<file path="config.mk">
export PLATFORM = sky130hd
export DESIGN_NAME = fp_div_arbiter
export DESIGN_NICKNAME = d
export VERILOG_FILES = /design/src/rtl/fp_div_arbiter.sv
export SDC_FILE = /design/constraint.sdc
export NUM_CORES = 1
export LEC_CHECK = 0
export ABC_AREA = 1
export BUFFER_PORTS_ARGS = -buffer_cell sky130_fd_sc_hd__buf_4
export CAP_MARGIN = 30
export CORE_MARGIN = 5
export CORE_UTILIZATION = 33
export CTS_BUF_LIST = sky130_fd_sc_hd__clkbuf_8
export CTS_CLUSTER_SIZE = 30
export DETAILED_ROUTE_END_ITERATION = 16
export HOLD_SLACK_MARGIN = 0.03
export SYNTH_ARGS = -nofsm -noshare
export SYNTH_HDL_FRONTEND = slang
export SYNTH_SLANG_ARGS = --single-unit
</file>
<file path="constraint.sdc">
create_clock -name Clk -period 2.65 [get_ports Clk]
set_input_delay 0.53 -clock Clk [delete_from_list [all_inputs] [get_ports Clk]]
set_output_delay 0.53 -clock Clk [all_outputs]
set_load 0.005 [all_outputs]
</file>
<file path="src/rtl/fp_div_arbiter.sv">
// Round-robin arbiter sharing one pipelined single-precision divider among NREQ requesters.
// One outstanding op per requester; a tag pipeline steers each quotient into a per-requester slot.
module fp_div_arbiter #(
  parameter int unsigned NREQ    = 4,
  parameter int unsigned LATENCY = 8
) (
  input  logic                 Clk,
  input  logic                 Rst,
  input  logic [NREQ-1:0]      req_valid,
  input  logic [NREQ*32-1:0]   req_a,
  input  logic [NREQ*32-1:0]   req_b,
  output logic [NREQ-1:0]      req_ready,
  output logic [NREQ-1:0]      rsp_valid,
  output logic [NREQ*32-1:0]   rsp_data,
  input  logic [NREQ-1:0]      rsp_ready,
  output logic [31:0]          div_a,
  output logic [31:0]          div_b,
  output logic                 div_in_valid,
  input  logic [31:0]          div_result,
  output logic [NREQ-1:0]      busy
);

  localparam int unsigned IW = (NREQ > 1) ? $clog2(NREQ) : 1;

  logic [IW-1:0]   ptr;
  logic [IW-1:0]   gnt_idx;
  logic [IW-1:0]   cand;
  logic [IW-1:0]   div_id;
  logic [NREQ-1:0] eligible;
  logic [NREQ-1:0] grant;
  logic [NREQ-1:0] rsp_done;
  logic [NREQ-1:0] exit_mask;
  logic            found;
  logic            accept;
  logic [LATENCY-1:0] tag_v;
  logic [IW-1:0]   tag_id [LATENCY];

  assign eligible = req_valid & ~busy;
  assign rsp_done = rsp_valid & rsp_ready;

  // Search from ptr upward, wrapping; first eligible requester wins.
  always_comb begin
    grant   = '0;
    gnt_idx = '0;
    cand    = '0;
    found   = 1'b0;
    for (int unsigned o = 0; o < NREQ; o++) begin
      cand = IW'((32'(ptr) + o) % NREQ);
      if (!found && eligible[cand]) begin
        found       = 1'b1;
        gnt_idx     = cand;
        grant[cand] = 1'b1;
      end
    end
  end

  assign accept    = found & Rst;
  assign req_ready = grant & {NREQ{Rst}};

  always_comb begin
    exit_mask = '0;
    if (tag_v[LATENCY-1]) exit_mask[tag_id[LATENCY-1]] = 1'b1;
  end

  always_ff @(posedge Clk) begin
    if (!Rst) begin
      ptr          <= '0;
      busy         <= '0;
      rsp_valid    <= '0;
      rsp_data     <= '0;
      div_a        <= '0;
      div_b        <= '0;
      div_in_valid <= 1'b0;
      div_id       <= '0;
      tag_v        <= '0;
      for (int unsigned j = 0; j < LATENCY; j++) tag_id[j] <= '0;
    end else begin
      div_in_valid <= accept;
      if (accept) begin
        div_a  <= req_a[32*gnt_idx +: 32];
        div_b  <= req_b[32*gnt_idx +: 32];
        div_id <= gnt_idx;
        ptr    <= (gnt_idx == IW'(NREQ-1)) ? '0 : gnt_idx + 1'b1;
      end
      busy <= (busy | (accept ? grant : '0)) & ~rsp_done;

      // Tag stage 0 captures the launch cycle, so the last stage lines up with div_result.
      tag_v[0]  <= div_in_valid;
      tag_id[0] <= div_id;
      for (int unsigned j = 1; j < LATENCY; j++) begin
        tag_v[j]  <= tag_v[j-1];
        tag_id[j] <= tag_id[j-1];
      end

      rsp_valid <= (rsp_valid & ~rsp_done) | exit_mask;
      if (tag_v[LATENCY-1]) rsp_data[32*tag_id[LATENCY-1] +: 32] <= div_result;
    end
  end

endmodule

</file>
; ---- Yosys cells after proc, flatten, opt, wreduce, memory -nomap -nowiden
; Memories as Yosys holds them, arrays and structs flattened.
; Cells that the tools add are included.
[totals]
romBits = 0
n_memories = 1
regBits = 213
mem_bits_rw = 16
input_bits = 298
wordCells = 106
latchBits = 0
out_inout_bits = 205
[mem_list]
columns = memory, depth, word_bits, rd, rd_clocked_by_memory_dff, wr, line
row1 = tag_id, 8, 2, 8, 0, 8, 36  ; logic [IW-1:0] tag_id [LATENCY];
[op_classes]
shifts = 4
n_mul = 0
eq_ne = 1
n_div = 0
bitwise = 21
muxes = 44
order_cmp = 10
reduce_logical = 11
add_sub_neg = 5
[ops]
columns = op, count
row1 = $shiftx 128x8->32, 2
row2 = $bwmux 128, 1
row3 = $shift 32x34->128 const A, 1
row4 = $shiftx 32x34->128, 1
row5 = $neg 7->34, 1
row6 = $mux 2, 13
row7 = $mux 4, 6
row8 = $and 4x4->4, 5
row9 = $or 4x4->4, 5
row10 = $lt 2x3->1 const B, 5
row11 = $mux 1, 15
row12 = $demux 1 s2, 5
row13 = $ge 2x1->1 const B, 5
row14 = $bmux 1 s2, 4
row15 = $logic_and 1x1->1, 8
row16 = $not 4->4, 2
row17 = $or 1x1->1, 8
row18 = $add 2x1->2 const B, 2
row19 = $add 2x2->2 const B, 2
row20 = $logic_not 1->1, 3
row21 = $eq 2x2->1 const B, 1
row22 = $and 1x1->1, 1

; ---- Logic depth before layout (Yosys ltp)
[logic_depth]
ltp_word = 18
depth_mapped = 16
depth_no_buf = 14

; ---- Worst setup path after synthesis
; No wires, ideal clock.
[synth_timing]
path_type = register to output
from = register ptr[0]
to = output port req_ready[1]
arrival_time_ps = 1873
setup_slack_ps = 247
stages_incl_launch_ff = 12
cell_sequence = dfxtp_1 inv_2 ha_1 inv_1 nand3_2 nand2_2 nand2_2 nor2_4 nand2_1 o21ai_0 inv_1 nor2_1
[synth_between]
elab_chain_cells = 13
[synth_rtl]
columns = element, line
row1 = "start, declared", 25  ; logic [IW-1:0] ptr;
row2 = "start signal, assigned", 83  ; ptr <= (gnt_idx == IW'(NREQ-1)) ? '0 : gnt_idx + 1'b1;
row3 = branches (longest 11 deep; another with $lt 2x3->1), -
row4 = $mux 4 *, 49  ; if (!found && eligible[cand]) begin
row5 = $and 4x4->4 *, 58  ; assign req_ready = grant & {NREQ{Rst}};
row6 = "end, declared", 12  ; output logic [NREQ-1:0] req_ready,
; Every way passes the cells marked *. The select of a mux whose other input is x is not followed.

; ---- Final worst setup path
[layout_timing]
from = register ptr[0]
to = output port req_ready[3]
; Same word-level chain as after synthesis.

==> impl_results.md <==
* Status: complete, but fails checks
* Failing checks: negative setup slack
* CP Class: reg2out
* Cell with the most instances after synthesis: nand2_1
* Area Growth Syn to Fin at 45.1%
* Reg2reg path depth at 16
* Netlist cell types at 30
* DRT iter0 DRCs at 600
* Vias in the first global route at 13.2k
* Routed WL per cell at 17.8 microns
* Top-area cell type share of the netlist area at 39.2%
* DRC at 0
* RSZ-0062 raised after global routing: true
* Register bit total from synthesis at 229
* Routability cong. at 0.898
* Max Root-Sink Buffers at 3
* Critical path required time at 2.12 ns
* Maximum vdd drop at 1280 uV
* Width of the die at 198 microns
* Grt total ovfl at 0
* Relative slew slack at 58.1%
* Core area at 35,300 sq um
* Min-delay src: rsp_ready[1]
* Initial antenna violation count at 4
* Die Area at 39,300 sq um
* Tightest Hold Check Type: in2reg
* Share of cells above drive strength 1 at 29.0%
* Arrival time at the worst endpoint at 2.18 ns
* Final Critical Period at 2.71 ns
* Root Buffer: clkbuf_8
* Nets at 2,588
* Main synth FF type: dfxtp_1
* Post-Place Worst Slack at -0.00675 ns
* Clk Latency, worst-skew pair at 0.56 ns
* FFs w/ async S/R, synth at 0%
* Cell Rows at 69
* Worst setup margin at -0.0646 ns
* Final hold vios at 0
* Mapped Avg Cell Area at 6.49 sq um
* Detailed Place HPWL at 36,300 microns
* Max Slew Vio Count at 0
* I/O Pins at 503
* PD cells at 1050 nW/um^2
* Clock transition at path regs at 0.06 ns
* # port buffers at 502
* All-Layer GR Usage at 23.9%
* Most frequent cells after synthesis: nand2_1, inv_1, dfxtp_1
* Ys Warns at 0
* Seq/Total Area, Yosys at 39.2%
* Post-synth EDFFs at 0
* Clock sinks at 229
* Total wire length at 49,400 microns
* Wire length of the first global-routing pass at 74,800 microns
* Number of setup violations in the final report at 4
* Die H at 198 microns
* Area leader, netlist: dfxtp_1
* Synthesized area at 11,700 sq um
* P_leak at 9.08 nW
* CTS tree: built
* FF-to-FF End: div_a[4]$_SDFFE_PN0P_
* MaxCap Viol Count at 0
* Synthesized Nets at 2,114
* Startpoint Class: register
* Area contributors post-synth: dfxtp_1, nand2_1, inv_1
* Final period util at 102%
* First-pass DRT Iterations at 5
* Via density at 4.84
* Final TNS setup at -0.242 ns
* RR Startpoint: ptr[0]$_SDFFE_PN0P_
* CTS buffer count at 42
* H-tree levels at 2
* Max Clock Skew at 0.0266 ns
* CP max FO at 4
* Largest net degree at the start of global routing at 133
* R2R setup slack at 0.15 ns
* Crit. End Element: output port
* Fmax at 368 MHz
* Post-DRT Antenna Nets at 0
* Min-Delay Path Depth at 2
* Final Power at 17.9 mW
* Starting Density at 33.1%
* Worst hold path endpoint: busy[1]$_SDFF_PN0_
* Cells after synthesis at 1,802
* DR vias at 13.4k
* Slew @ Worst Pin at 0.627 ns
==> cells by family (layout without fill, tap and decap cells) <==
| kind of cell | count (synthesis) | count (layout) | share of synthesized area [%] |
|---|---|---|---|
| AND/OR/NAND/NOR | 937 | 938 | 35.4 |
| other | 0 | 4 | 0 |
| adder cells (fa/ha/maj) | 14 | 14 | 1.50 |
| buffers and inverters | 453 | 952 | 15.9 |
| AO/OA/AOI/OAI | 169 | 169 | 7.98 |
| flip-flops | 229 | 229 | 39.2 |
==> how the worst max path moves through the flow <==
| stage | start | endpoint |
|---|---|---|
| after CTS | ptr[0]$_SDFFE_PN0P_ | req_ready[0] |
| final | ptr[0]$_SDFFE_PN0P_ | req_ready[3] |
| after global placement | req_valid[1] | div_b[4]$_SDFFE_PN0P_ |
| after detailed placement | req_valid[1] | div_b[25]$_SDFFE_PN0P_ |
| after floorplan | ptr[0]$_SDFFE_PN0P_ | req_ready[1] |
| after global routing | ptr[0]$_SDFFE_PN0P_ | req_ready[1] |
==> where the power goes <==
part	switching (mW)	internal (mW)	total, mW
Combinational	6.33	3.88	10.2
Sequential	0.284	3.98	4.26
Clock	1.57	1.84	3.40
Total	8.18	9.70	17.9
==> timing repair <==
item                                    CTS  global route
endpoints found under the setup margin    8             4
gates resized for setup                  39             7
pin swaps                                10            10
setup buffers                             8             3
gates cloned                              1             0
hold buffers                              0             0
==> critical path, cell delays in order (launching register included) <==
cell and delay, ns:
dfxtp_2 0.34, inv_2 0.06, ha_4 0.24, inv_4 0.07
nand3_4 0.09, nand2_4 0.11, nand2_4 0.06, nor2_4 0.11
nand2_4 0.09, o21ai_2 0.19, nand2_1 0.09, inv_1 0.08
buf_6 0.10
==> registers in the layout (all words and copies together) (netlist names) <==
signal	cells
rsp_data	128
div_a	32
div_b	32
tag_id	16
tag_v	8
busy	4
rsp_valid	4
div_id	2
ptr	2
div_in_valid	1
==> layout by cell type (no fill, tap or decap), types with 5 or more instances in the layout <==
cell type	n
clkbuf_8	47
a21oi_1	125
inv_2	6
buf_4	534
inv_1	336
nor2_1	38
nand4_1	100
nand3_2	10
nand3_1	193
ha_1	13
buf_12	11
nor2_2	5
o21ai_0	9
nand2_4	6
dfxtp_1	226
o211ai_1	10
clkinv_2	6
a22oi_1	12
nand3_4	6
nand2_1	569
==> through the flow <==
stage | util (%) | hold WS [ns] | instances | area (sq um)
floorplan | - | 0.390 | 1802 | 11700
global placement | 44.9 | 0.391 | 2681 | 15900
detailed placement | 44.9 | 0.395 | 2681 | 15900
CTS | 47.9 | 0.105 | 2760 | 16900
global route | 48.1 | 0.116 | 2767 | 17000
finish | 48.1 | 0.157 | 2767 | 17000
==> layout make-up <==
| cell class | instances | area, sq um |
|---|---|---|
| inverter | 333 | 1250 |
| clock buffer | 47 | 647 |
| timing repair buffer | 549 | 4280 |
| clock inverter | 23 | 174 |
| multi-input combinational | 1121 | 5440 |
| sequential | 229 | 4590 |
| tap | 461 | 577 |
| fill | 3711 | 18300 |
| antenna | 4 | 10.0 |
==> routing by layer <==
| layer | GRT usage [%] | routed length [microns] | vias to the layer above |
|---|---|---|---|
| met4 | 6.68 | 1290 | 0 |
| met1 | 28.6 | 18800 | 6203 |
| met2 | 42.1 | 24600 | 518 |
| li1 | - | - | 6580 |
| met5 | 0 | 0 | - |
| met3 | 6.77 | 4730 | 82 |
Note: power is estimated with default switching activity, not from simulation.
